$ cat src/rtl/fpu_div_iter.sv
// Iterative IEEE-754 single-precision divider: 26-cycle restoring mantissa divide, normalise, pack.
// Optional round-to-nearest-even is enabled by defining FPU_DIV_ROUND_EN (truncation otherwise).
module fpu_div_iter #(
    parameter int SIZE_EXP = 8,
    parameter int SIZE_MAN = 23
) (
    input  logic                           i_clk,
    input  logic                           i_rst_n,
    input  logic                           i_valid,
    output logic                           o_ready,
    input  logic [SIZE_EXP+SIZE_MAN:0]     i_data_a,
    input  logic [SIZE_EXP+SIZE_MAN:0]     i_data_b,
    output logic                           o_valid,
    input  logic                           i_ready,
    output logic [SIZE_EXP+SIZE_MAN:0]     o_data,
    output logic                           o_div_zero
);

    localparam int W    = 1 + SIZE_EXP + SIZE_MAN;
    localparam int EW   = SIZE_EXP + 2;
    localparam int MW   = SIZE_MAN + 1;
    localparam int QW   = SIZE_MAN + 3;
    localparam int CW   = $clog2(QW);
    localparam int BIAS = (1 << (SIZE_EXP - 1)) - 1;
    localparam int EMAX = (1 << SIZE_EXP) - 1;

    localparam logic signed [EW-1:0] EXP_MAX  = EW'(EMAX);
    localparam logic signed [EW-1:0] EXP_ZERO = '0;
    localparam logic [W-1:0] QNAN = {1'b0, {SIZE_EXP{1'b1}}, 1'b1, {(SIZE_MAN-1){1'b0}}};

    typedef enum logic [1:0] {S_IDLE, S_DIV, S_NORM, S_DONE} state_t;
    typedef enum logic [2:0] {C_NUM, C_NAN, C_INF, C_ZERO, C_DIVZ} cls_t;

    state_t                r_state;
    cls_t                  r_cls;
    logic [CW-1:0]         r_cnt;
    logic                  r_norm_ph;
    logic                  r_sign;
    logic signed [EW-1:0]  r_exp;
    logic signed [EW-1:0]  r_exp_n;
    logic [MW-1:0]         r_divisor;
    logic [QW-1:0]         r_rem;
    logic [QW-1:0]         r_quo;
    logic [SIZE_MAN-1:0]   r_frac;
`ifdef FPU_DIV_ROUND_EN
    logic                  r_guard;
    logic                  r_sticky;
`endif
    logic                  r_valid;
    logic [W-1:0]          r_data;
    logic                  r_div_zero;

    // Handshake: an operand pair transfers on a rising edge with i_valid & o_ready;
    // a quotient transfers on a rising edge with o_valid & i_ready, and o_valid/o_data/o_div_zero
    // hold stable until that edge. Neither side may make its valid depend on the other's ready.
    assign o_ready    = (r_state == S_IDLE);
    assign o_valid    = r_valid;
    assign o_data     = r_data;
    assign o_div_zero = r_div_zero;

    // Operand decode
    logic [SIZE_EXP-1:0] w_ea, w_eb;
    logic [SIZE_MAN-1:0] w_fa, w_fb;
    logic w_a_zero, w_b_zero, w_a_inf, w_b_inf, w_a_nan, w_b_nan;
    logic w_sign;
    logic signed [EW-1:0] w_exp_in;
    cls_t w_cls;

    assign w_ea     = i_data_a[W-2 -: SIZE_EXP];
    assign w_eb     = i_data_b[W-2 -: SIZE_EXP];
    assign w_fa     = i_data_a[SIZE_MAN-1:0];
    assign w_fb     = i_data_b[SIZE_MAN-1:0];
    assign w_a_zero = (w_ea == '0);
    assign w_b_zero = (w_eb == '0);
    assign w_a_inf  = (w_ea == {SIZE_EXP{1'b1}}) && (w_fa == '0);
    assign w_b_inf  = (w_eb == {SIZE_EXP{1'b1}}) && (w_fb == '0);
    assign w_a_nan  = (w_ea == {SIZE_EXP{1'b1}}) && (w_fa != '0);
    assign w_b_nan  = (w_eb == {SIZE_EXP{1'b1}}) && (w_fb != '0);
    assign w_sign   = i_data_a[W-1] ^ i_data_b[W-1];
    assign w_exp_in = $signed({2'b00, w_ea}) - $signed({2'b00, w_eb}) + EW'(BIAS);

    // Exponent-0 operands count as zero, so subnormals never reach the datapath
    always_comb begin
        w_cls = C_NUM;
        if (w_a_nan || w_b_nan || (w_a_zero && w_b_zero) || (w_a_inf && w_b_inf))
            w_cls = C_NAN;
        else if (w_a_inf)
            w_cls = C_INF;
        else if (w_b_zero)
            w_cls = C_DIVZ;
        else if (w_b_inf || w_a_zero)
            w_cls = C_ZERO;
    end

    // One restoring-divide step
    logic [QW-1:0] w_divisor_ext;
    logic          w_ge;
    logic [QW-1:0] w_rem_sel;
    logic [QW-1:0] w_rem_next;

    assign w_divisor_ext = {{(QW-MW){1'b0}}, r_divisor};
    assign w_ge          = (r_rem >= w_divisor_ext);
    assign w_rem_sel     = w_ge ? (r_rem - w_divisor_ext) : r_rem;
    assign w_rem_next    = w_rem_sel << 1;

    // Rounding and final packing (second NORM cycle)
    logic                  w_inc;
    logic [SIZE_MAN:0]     w_frac_rnd;
    logic                  w_carry;
    logic signed [EW-1:0]  w_exp_f;
    logic [W-1:0]          w_result;

`ifdef FPU_DIV_ROUND_EN
    assign w_inc = r_guard & (r_sticky | r_frac[0]);
`else
    assign w_inc = 1'b0;
`endif
    // A carry out of the fraction leaves it all-zero, which is exactly 1.0 at the next exponent
    assign w_frac_rnd = {1'b0, r_frac} + {{SIZE_MAN{1'b0}}, w_inc};
    assign w_carry    = w_frac_rnd[SIZE_MAN];
    assign w_exp_f    = r_exp_n + $signed({{(EW-1){1'b0}}, w_carry});

    always_comb begin
        w_result = '0;
        case (r_cls)
            C_NAN:         w_result = QNAN;
            C_INF, C_DIVZ: w_result = {r_sign, {SIZE_EXP{1'b1}}, {SIZE_MAN{1'b0}}};
            C_ZERO:        w_result = {r_sign, {(W-1){1'b0}}};
            default: begin
                if (w_exp_f >= EXP_MAX)
                    w_result = {r_sign, {SIZE_EXP{1'b1}}, {SIZE_MAN{1'b0}}};
                else if (w_exp_f <= EXP_ZERO)
                    w_result = {r_sign, {(W-1){1'b0}}};
                else
                    w_result = {r_sign, w_exp_f[SIZE_EXP-1:0], w_frac_rnd[SIZE_MAN-1:0]};
            end
        endcase
    end

    always_ff @(posedge i_clk or negedge i_rst_n) begin
        if (!i_rst_n) begin
            r_state    <= S_IDLE;
            r_cls      <= C_NUM;
            r_cnt      <= '0;
            r_norm_ph  <= 1'b0;
            r_sign     <= 1'b0;
            r_exp      <= '0;
            r_exp_n    <= '0;
            r_divisor  <= '0;
            r_rem      <= '0;
            r_quo      <= '0;
            r_frac     <= '0;
`ifdef FPU_DIV_ROUND_EN
            r_guard    <= 1'b0;
            r_sticky   <= 1'b0;
`endif
            r_valid    <= 1'b0;
            r_data     <= '0;
            r_div_zero <= 1'b0;
        end else begin
            case (r_state)
                S_IDLE: begin
                    if (i_valid) begin
                        r_cls     <= w_cls;
                        r_sign    <= w_sign;
                        r_exp     <= w_exp_in;
                        r_rem     <= {{(QW-MW){1'b0}}, 1'b1, w_fa};
                        r_divisor <= {1'b1, w_fb};
                        r_quo     <= '0;
                        r_cnt     <= '0;
                        r_state   <= S_DIV;
                    end
                end
                // Specials still run the full divide so latency never depends on the operands
                S_DIV: begin
                    r_rem <= w_rem_next;
                    r_quo <= {r_quo[QW-2:0], w_ge};
                    if (r_cnt == CW'(QW - 1)) begin
                        r_norm_ph <= 1'b0;
                        r_state   <= S_NORM;
                    end else begin
                        r_cnt <= r_cnt + 1'b1;
                    end
                end
                S_NORM: begin
                    if (!r_norm_ph) begin
                        r_norm_ph <= 1'b1;
                        if (r_quo[QW-1]) begin
                            r_frac  <= r_quo[QW-2:2];
                            r_exp_n <= r_exp;
`ifdef FPU_DIV_ROUND_EN
                            r_guard  <= r_quo[1];
                            r_sticky <= r_quo[0] | (r_rem != '0);
`endif
                        end else begin
                            r_frac  <= r_quo[QW-3:1];
                            r_exp_n <= r_exp - EW'(1);
`ifdef FPU_DIV_ROUND_EN
                            r_guard  <= r_quo[0];
                            r_sticky <= (r_rem != '0);
`endif
                        end
                    end else begin
                        r_data     <= w_result;
                        r_div_zero <= (r_cls == C_DIVZ);
                        r_valid    <= 1'b1;
                        r_state    <= S_DONE;
                    end
                end
                S_DONE: begin
                    if (i_ready) begin
                        r_valid <= 1'b0;
                        r_state <= S_IDLE;
                    end
                end
                default: r_state <= S_IDLE;
            endcase
        end
    end

endmodule

$ cat config.mk
export PLATFORM = sky130hd
export DESIGN_NAME = fpu_div_iter
export DESIGN_NICKNAME = d
export VERILOG_FILES = /design/src/rtl/fpu_div_iter.sv
export SDC_FILE = /design/constraint.sdc
export NUM_CORES = 1
export LEC_CHECK = 0
export BUFFER_PORTS_ARGS = -buffer_cell sky130_fd_sc_hd__buf_2
export CAP_MARGIN = 25
export CORE_MARGIN = 10
export CORE_UTILIZATION = 50
export CTS_BUF_LIST = sky130_fd_sc_hd__clkbuf_8 sky130_fd_sc_hd__clkbuf_16
export DETAILED_ROUTE_END_ITERATION = 10
export GPL_ROUTABILITY_DRIVEN = 0
export PLACE_DENSITY = 0.67
export SYNTH_ARGS = -nofsm -noshare
export SYNTH_HDL_FRONTEND = slang
export SYNTH_SLANG_ARGS = --single-unit
$ cat constraint.sdc
create_clock -name i_clk -period 5.44 [get_ports i_clk]
set_input_delay 1.36 -clock i_clk [delete_from_list [all_inputs] [get_ports i_clk]]
set_output_delay 1.36 -clock i_clk [all_outputs]
set_load 0.01 [all_outputs]
==> flow_metrics.tcl, run 1 <==
set metrics [dict create \
    outcome "complete, no violations" \
    synth-edff-count 0 \
    ys_top_cells_by_area "dfrtp_1 (44%), nand2_1 (6.9%), o21ai_0 (6.3%), ha_1 (5.4%), mux2i_1 (4.3%)" \
    rr_worst_depth 13 \
    setup_viol 0 \
    yosys_warnings 0 \
    fp-row-count 50 \
    reg2reg_to "r_rem[1]" \
    vias 7889 \
    worstSetupEndpointType "flop" \
    synth_cell_types 71 \
    ios 103 \
    cts_made_buffers 17 \
    syn_to_final_growth_pct 13.8 \
    synth-main-ff-cell "dfrtp_1" \
    synth_top_area_frac 0.437 \
    synthTopCellsByCount "nand2_1 (173), dfrtp_1 (165), o21ai_0 (118)" \
    cts_tree "built" \
    cts_max_path_buffers 2 \
    n_antenna_cell 0 \
    rsz0062_at_grt "no" \
    ys_seq_elements 165 \
    worstMarginPinSlew_ps 896 \
    cap_violations 0 \
    first_pass_iters 5 \
    insertion_delay_ps 430 \
    hp-class "reg -> reg" \
    drtAntennaViolNets 0 \
    ctsResizeCount 0 \
    synth_area_per_cell_sq_um 8.85 \
    crit_path_start_kind "flop" \
    clkSlewWorstSetupHoldPaths_ps 70 \
    grt_overflow 0 \
    crit_path_max_fanout 12 \
    netlist_instances 1067 \
    fin_nets 1258 \
    viasPerCell 5.66 \
    fp.coreArea_sq_um 18600 \
    cts_post_setup_buffers_inserted 0 \
    routedWlPerCell_um 16.7 \
    grt_max_degree 97 \
    fin_crit_sh 0.669 \
    synth_top_area_cell "dfrtp_1" \
    drc 0 \
    finClkSkew_ps 16.0 \
    syn-num-nets 1177 \
    hold_depth 2 \
    die_w_um 157 \
    synth_area_sq_um 9450 \
    clock-sinks 165 \
    crit_type "reg -> reg" \
    slowest_delay_ps 490 \
    ys_async_sr_fraction 1.00 \
    grt_pass1_wl_mm 38.9 \
    port_buffers 102 \
    p_leak_nw 4.85 \
    fin_setup_tns_ps 0 \
    worst-endpoint-required_ps 5750 \
    hp-start "r_divisor[23]" \
    vdd.ir_drop.worst_uv 341 \
    r2r-start "r_rem[0]" \
    hpwl_mm 16.9 \
    min_to "r_divisor[23]" \
    worstPathArrival_ps 3940 \
    hold_buffers 0 \
    cp_top_family "compound AO/OA/AOI/OAI gates" \
    dieHeight_um 157 \
    fmax_ghz 0.275 \
    yosysSeqAreaShare 0.437 \
    r2r_slack_ps 1800 \
    root_buffer "clkbuf_16" \
    initial_core_util 0.507 \
    power.density_nw_per_um2 624 \
    floorplan.die_area_sq_um 24800 \
    fillers 1692 \
    wirelength_mm 23.3 \
    synth_most_common_cell "nand2_1" \
    first_global_vias 7809 \
    holdWs_ps 455 \
    period_minus_slack_ps 3640 \
    hold_viol 0 \
    crit_chain "inv_1 > ha_1 > inv_1 > fa_1 > a21oi_1 > o211ai_1 > a21oi_1 > nor2_2 > o41ai_4 > o21ai_2 > buf_4 > mux2i_1 > a221o_1" \
    h-tree-depth 4 \
    drive_above_1_share 0.141 \
    grtUsageTotal 0.193 \
    maxSlewHeadroom 0.403 \
    path_buf_inv 3 \
    drt_iter0_markers 463 \
    cp_slowest_cell "o41ai_4" \
    drv_slew 0 \
    antenna_found_initial 0 \
]
## worst reg2reg max path: cells and delay by family (launching register included)
| kind | cells | cell delay (ps) |
|---|---|---|
| AO/OA/AOI/OAI | 6 | 1830 |
| adder cells (fa/ha/maj) | 2 | 570 |
| AND/OR/NAND/NOR | 1 | 160 |
| flip-flops | 1 | 360 |
| multiplexers | 1 | 140 |
| buffers and inverters | 3 | 480 |
## routing by layer
metal  GRT usage  vias up  share of wire
met5           0        -              0
met4      0.0761        0          0.027
met3      0.0385       37          0.056
met2       0.309      219           0.46
met1       0.250     3677           0.46
li1            -     3956              -
## power by group
part / total [mW] / internal, mW / switching (mW)
clock network: 1.19 / 0.627 / 0.565
logic: 3.60 / 1.41 / 2.19
registers: 1.92 / 1.61 / 0.307
## layout make-up
cell class,instances,area (sq um),area share
flip-flops and latches,165,4130,0.384
inverters,54,203,0.0188
clock buffers,18,439,0.0408
well taps,234,293,0.0272
multi-input cells,797,4910,0.456
clock inverters,14,150,0.0140
repair buffers,113,632,0.0588
## flip-flops by register name, summed over array words and instances, names as in the netlist
name / cells
r_rem: 26
r_exp: 10
r_exp_n: 10
r_state: 2
r_divisor: 24
o_data: 32
r_cls: 3
o_div_zero: 1
r_norm_ph: 1
o_valid: 1
r_cnt: 5
r_quo: 26
r_frac: 23
r_sign: 1
## cells by family after synthesis
kind of cell,share of synthesized area
AND/OR/NAND/NOR,0.174
AO/OA/AOI/OAI,0.203
flip-flops,0.437
buffers and inverters,0.0438
multiplexers,0.0482
adder cells (fa/ha/maj),0.0564
XOR/XNOR,0.0380
## layout by cell type, fill, tap and decap left out, types with 4 or more instances in the layout
cell / n
o21ai_1: 9
nor3_1: 25
o21ai_0: 118
mux2i_1: 41
or4_1: 5
nor3b_1: 4
o211ai_1: 4
o21bai_1: 6
nor2_1: 66
buf_2: 101
nor2b_1: 4
inv_8: 6
nor4_1: 15
buf_4: 8
nand3_1: 18
a21o_1: 4
or3_1: 9
dfrtp_1: 165
a21oi_1: 66
clkbuf_16: 17
and2_1: 6
o22ai_1: 10
and3_1: 5
ha_1: 41
a211oi_1: 6
o21a_1: 7
xnor2_1: 29
inv_1: 54
xor2_1: 12
nand2b_1: 8
nand2_1: 173
nand4_1: 16
a31oi_1: 6
a22o_1: 28
## worst max path at each step
stage | start | endpoint | slack [ps] | cells after the start
global placement | i_data_b[24] | r_exp[8] | 1610 | 11
detailed placement | i_data_b[24] | r_exp[8] | 1570 | 11
global route | r_rem[0] | r_rem[1] | 1590 | 13
CTS | r_rem[0] | r_rem[1] | 1840 | 13
finish | r_rem[0] | r_rem[1] | 1800 | 13
floorplan | i_data_b[24] | r_exp[8] | 1870 | 10
## stage by stage
stage,instances,total power [mW],utilization,instance area (sq um),worst slack [ps]
global placement,1361,5.43,0.543,10100,1610
CTS,1394,6.70,0.576,10700,1840
global route,1395,7.27,0.577,10800,1590
detailed placement,1362,5.49,0.544,10100,1570
finish,1395,6.71,0.577,10800,1800
floorplan,1067,4.63,-,9450,1870
(Power assumes the default switching activity.)
==> inputs of run 2 (changes only) <==
--- a/config.mk
+++ b/config.mk
@@ -12,7 +12,7 @@
 export CTS_BUF_LIST = sky130_fd_sc_hd__clkbuf_8 sky130_fd_sc_hd__clkbuf_16
 export DETAILED_ROUTE_END_ITERATION = 10
 export GPL_ROUTABILITY_DRIVEN = 0
-export PLACE_DENSITY = 0.67
+export PLACE_DENSITY = 0.69
 export SYNTH_ARGS = -nofsm -noshare
 export SYNTH_HDL_FRONTEND = slang
 export SYNTH_SLANG_ARGS = --single-unit
==> constraint.sdc (replaced) <==
create_clock -name i_clk -period 2.95 [get_ports i_clk]
set_input_delay 0.7375 -clock i_clk [delete_from_list [all_inputs] [get_ports i_clk]]
set_output_delay 0.7375 -clock i_clk [all_outputs]
set_load 0.01 [all_outputs]
==> run 2 against run 1 <==
Compared with the run above: sequential share of layout area is 1.8 points lower; flip-flop and latch count stayed put; via count is 5.2% higher; core utilization is 2.9 points higher; sequential power is 86% higher; cell area is 5.0% higher; hold slack worse by 200 ps; clock power is 87% higher; largest cell class unchanged; largest power group unchanged; highest routed layer unchanged.
==> flow_metrics.tcl, run 2 (synthesis results as in run 1) <==
set metrics [dict create \
    outcome "complete, no violations" \
    fmax_ghz 0.345 \
    routedWlPerCell_um 16.8 \
    die_w_um 157 \
    p_sw_mw 6.09 \
    initial_core_util 0.507 \
    holdWs_ps 252 \
    fp.coreArea_sq_um 18600 \
    final_common_cell "nand2_1" \
    grt_max_degree 55 \
    fin_setup_tns_ps 0 \
    slowest_delay_ps 430 \
    power.density_nw_per_um2 1200 \
    grt_overflow 0 \
    grt_pass1_wl_mm 39.6 \
    wirelength_mm 24.3 \
    root_buffer "clkbuf_16" \
    viasPerCell 5.73 \
    post_dp_cell_area_sq_um 10500 \
    cp-startpoint "r_divisor[19]" \
    insertion_delay_ps 430 \
    switching_share 0.448 \
    crit_type "reg -> reg" \
    reg2reg_to "r_rem[7]" \
    syn_to_final_growth_pct 19.6 \
    clock-sinks 165 \
    drtAntennaViolNets 0 \
    first_global_vias 8001 \
    fillers 1629 \
    hold_viol 0 \
    ios 103 \
    p_leak_nw 5.12 \
    clkSlewWorstSetupHoldPaths_ps 80 \
    layout_common_cells "nand2_1 (173), dfrtp_1 (164), o21ai_0 (118)" \
    p_int_mw 7.51 \
    floorplan.die_area_sq_um 24800 \
    grtUsageTotal 0.196 \
    cp_slowest_cell "a2111oi_4" \
    maxSlewHeadroom 0.481 \
    vdd.ir_drop.worst_uv 751 \
    period_minus_slack_ps 2900 \
    drt_iter0_markers 619 \
    antenna_found_initial 0 \
    cp_top_family "compound AO/OA/AOI/OAI gates" \
    rsz0062_at_grt "yes" \
    n_antenna_cell 0 \
    drc 0 \
    rr_worst_depth 11 \
    hp-class "in -> async" \
    fin_crit_sh 0.983 \
    dieHeight_um 157 \
    r2r_slack_ps 50 \
    vias 8296 \
    cap_violations 0 \
    cts_made_buffers 17 \
    cts_tree "built" \
    worstPathArrival_ps 3250 \
    fp-row-count 50 \
    drive_above_1_share 0.195 \
    crit_chain "inv_1 > ha_1 > a21oi_2 > nor2_1 > a2111oi_4 > nand2_2 > o41ai_4 > buf_4 > mux2_4 > a221o_1 > a211oi_2" \
    clockPowerShare 0.164 \
    hpwl_mm 17.8 \
    path_buf_inv 2 \
    r2r-start "r_divisor[19]" \
    setup_viol 0 \
    largest_register_ffs 32 \
    port_buffers 102 \
    worstMarginPinSlew_ps 774 \
    drv_slew 0 \
    crit_path_max_fanout 5 \
    first_pass_iters 5 \
    seq_power_share 0.262 \
    fin_area_sq_um 11300 \
    cts_max_path_buffers 2 \
    worst-endpoint-required_ps 3300 \
    fin_nets 1310 \
    worstSetupEndpointType "flop" \
    finClkSkew_ps 12.9 \
    crit_path_start_kind "flop" \
    h-tree-depth 4 \
    combPwrFrac 0.574 \
    finalPower_mw 13.6 \
]
## run 2: cell types whose count changed in the layout (fill, tap and decap cells not counted), sizes merged
cell / previous run / this run
buf: 113 / 165
clkbuf: 18 / 17
clkinv: 3 / 8
clkinvlp: 2 / 1
inv: 63 / 60
## run 2: layer usage
metal  track usage  up-vias  wire [um]
met5             0        -          0
met4        0.0565        0        588
met3        0.0371       43       1400
met2         0.325      252      11500
met1         0.255     3940      10800
li1              -     4061          -
## run 2: area by class of cell
type                            count  area (sq um)  area share
Clock buffer                       17           425      0.0377
Clock inverter                     15           183      0.0162
Inverter                           54           203      0.0179
Multi-Input combinational cell    797          5030       0.446
Sequential cell                   165          4130       0.366
Tap cell                          234           293      0.0259
Timing Repair Buffer              165          1030      0.0912
## run 2: power groups by stage
stage | combinational (mW) | sequential (mW) | clock, mW
4_1_cts | 7.18 | 3.54 | 2.26
3_3_place_gp | 7.00 | 3.56 | 0
2_1_floorplan | 5.11 | 3.42 | 0
3_5_place_dp | 7.12 | 3.58 | 0
5_1_grt | 8.61 | 3.67 | 2.36
6_report | 7.81 | 3.57 | 2.23
## run 2: stage by stage
stage          worst slack, ps  utilization  std cells
5_1_grt                  -61.0        0.606       1447
3_3_place_gp             -68.1        0.563       1408
2_1_floorplan             1.12            -       1067
4_1_cts                   15.8        0.596       1440
3_5_place_dp              -128        0.563       1408
6_report                  50.9        0.606       1447
## run 2: what timing repair did
item / 4_1_cts / 5_1_grt
buffers inserted: 0 / 7
gates resized for setup: 0 / 31
hold buffers: 0 / 0
pin swaps: 1 / 15
endpoints found under the setup margin: 6 / 26
## run 2: worst max path at each step
stage	slack [ps]	endpoint	depth (start not counted)
global route	-60	r_rem[7]	13
detailed placement	-130	r_exp[8]	11
global placement	-70	r_exp[8]	11
CTS	20	r_rem[7]	12
floorplan	1	r_rem[7]	12
finish	50	r_rem[7]	11
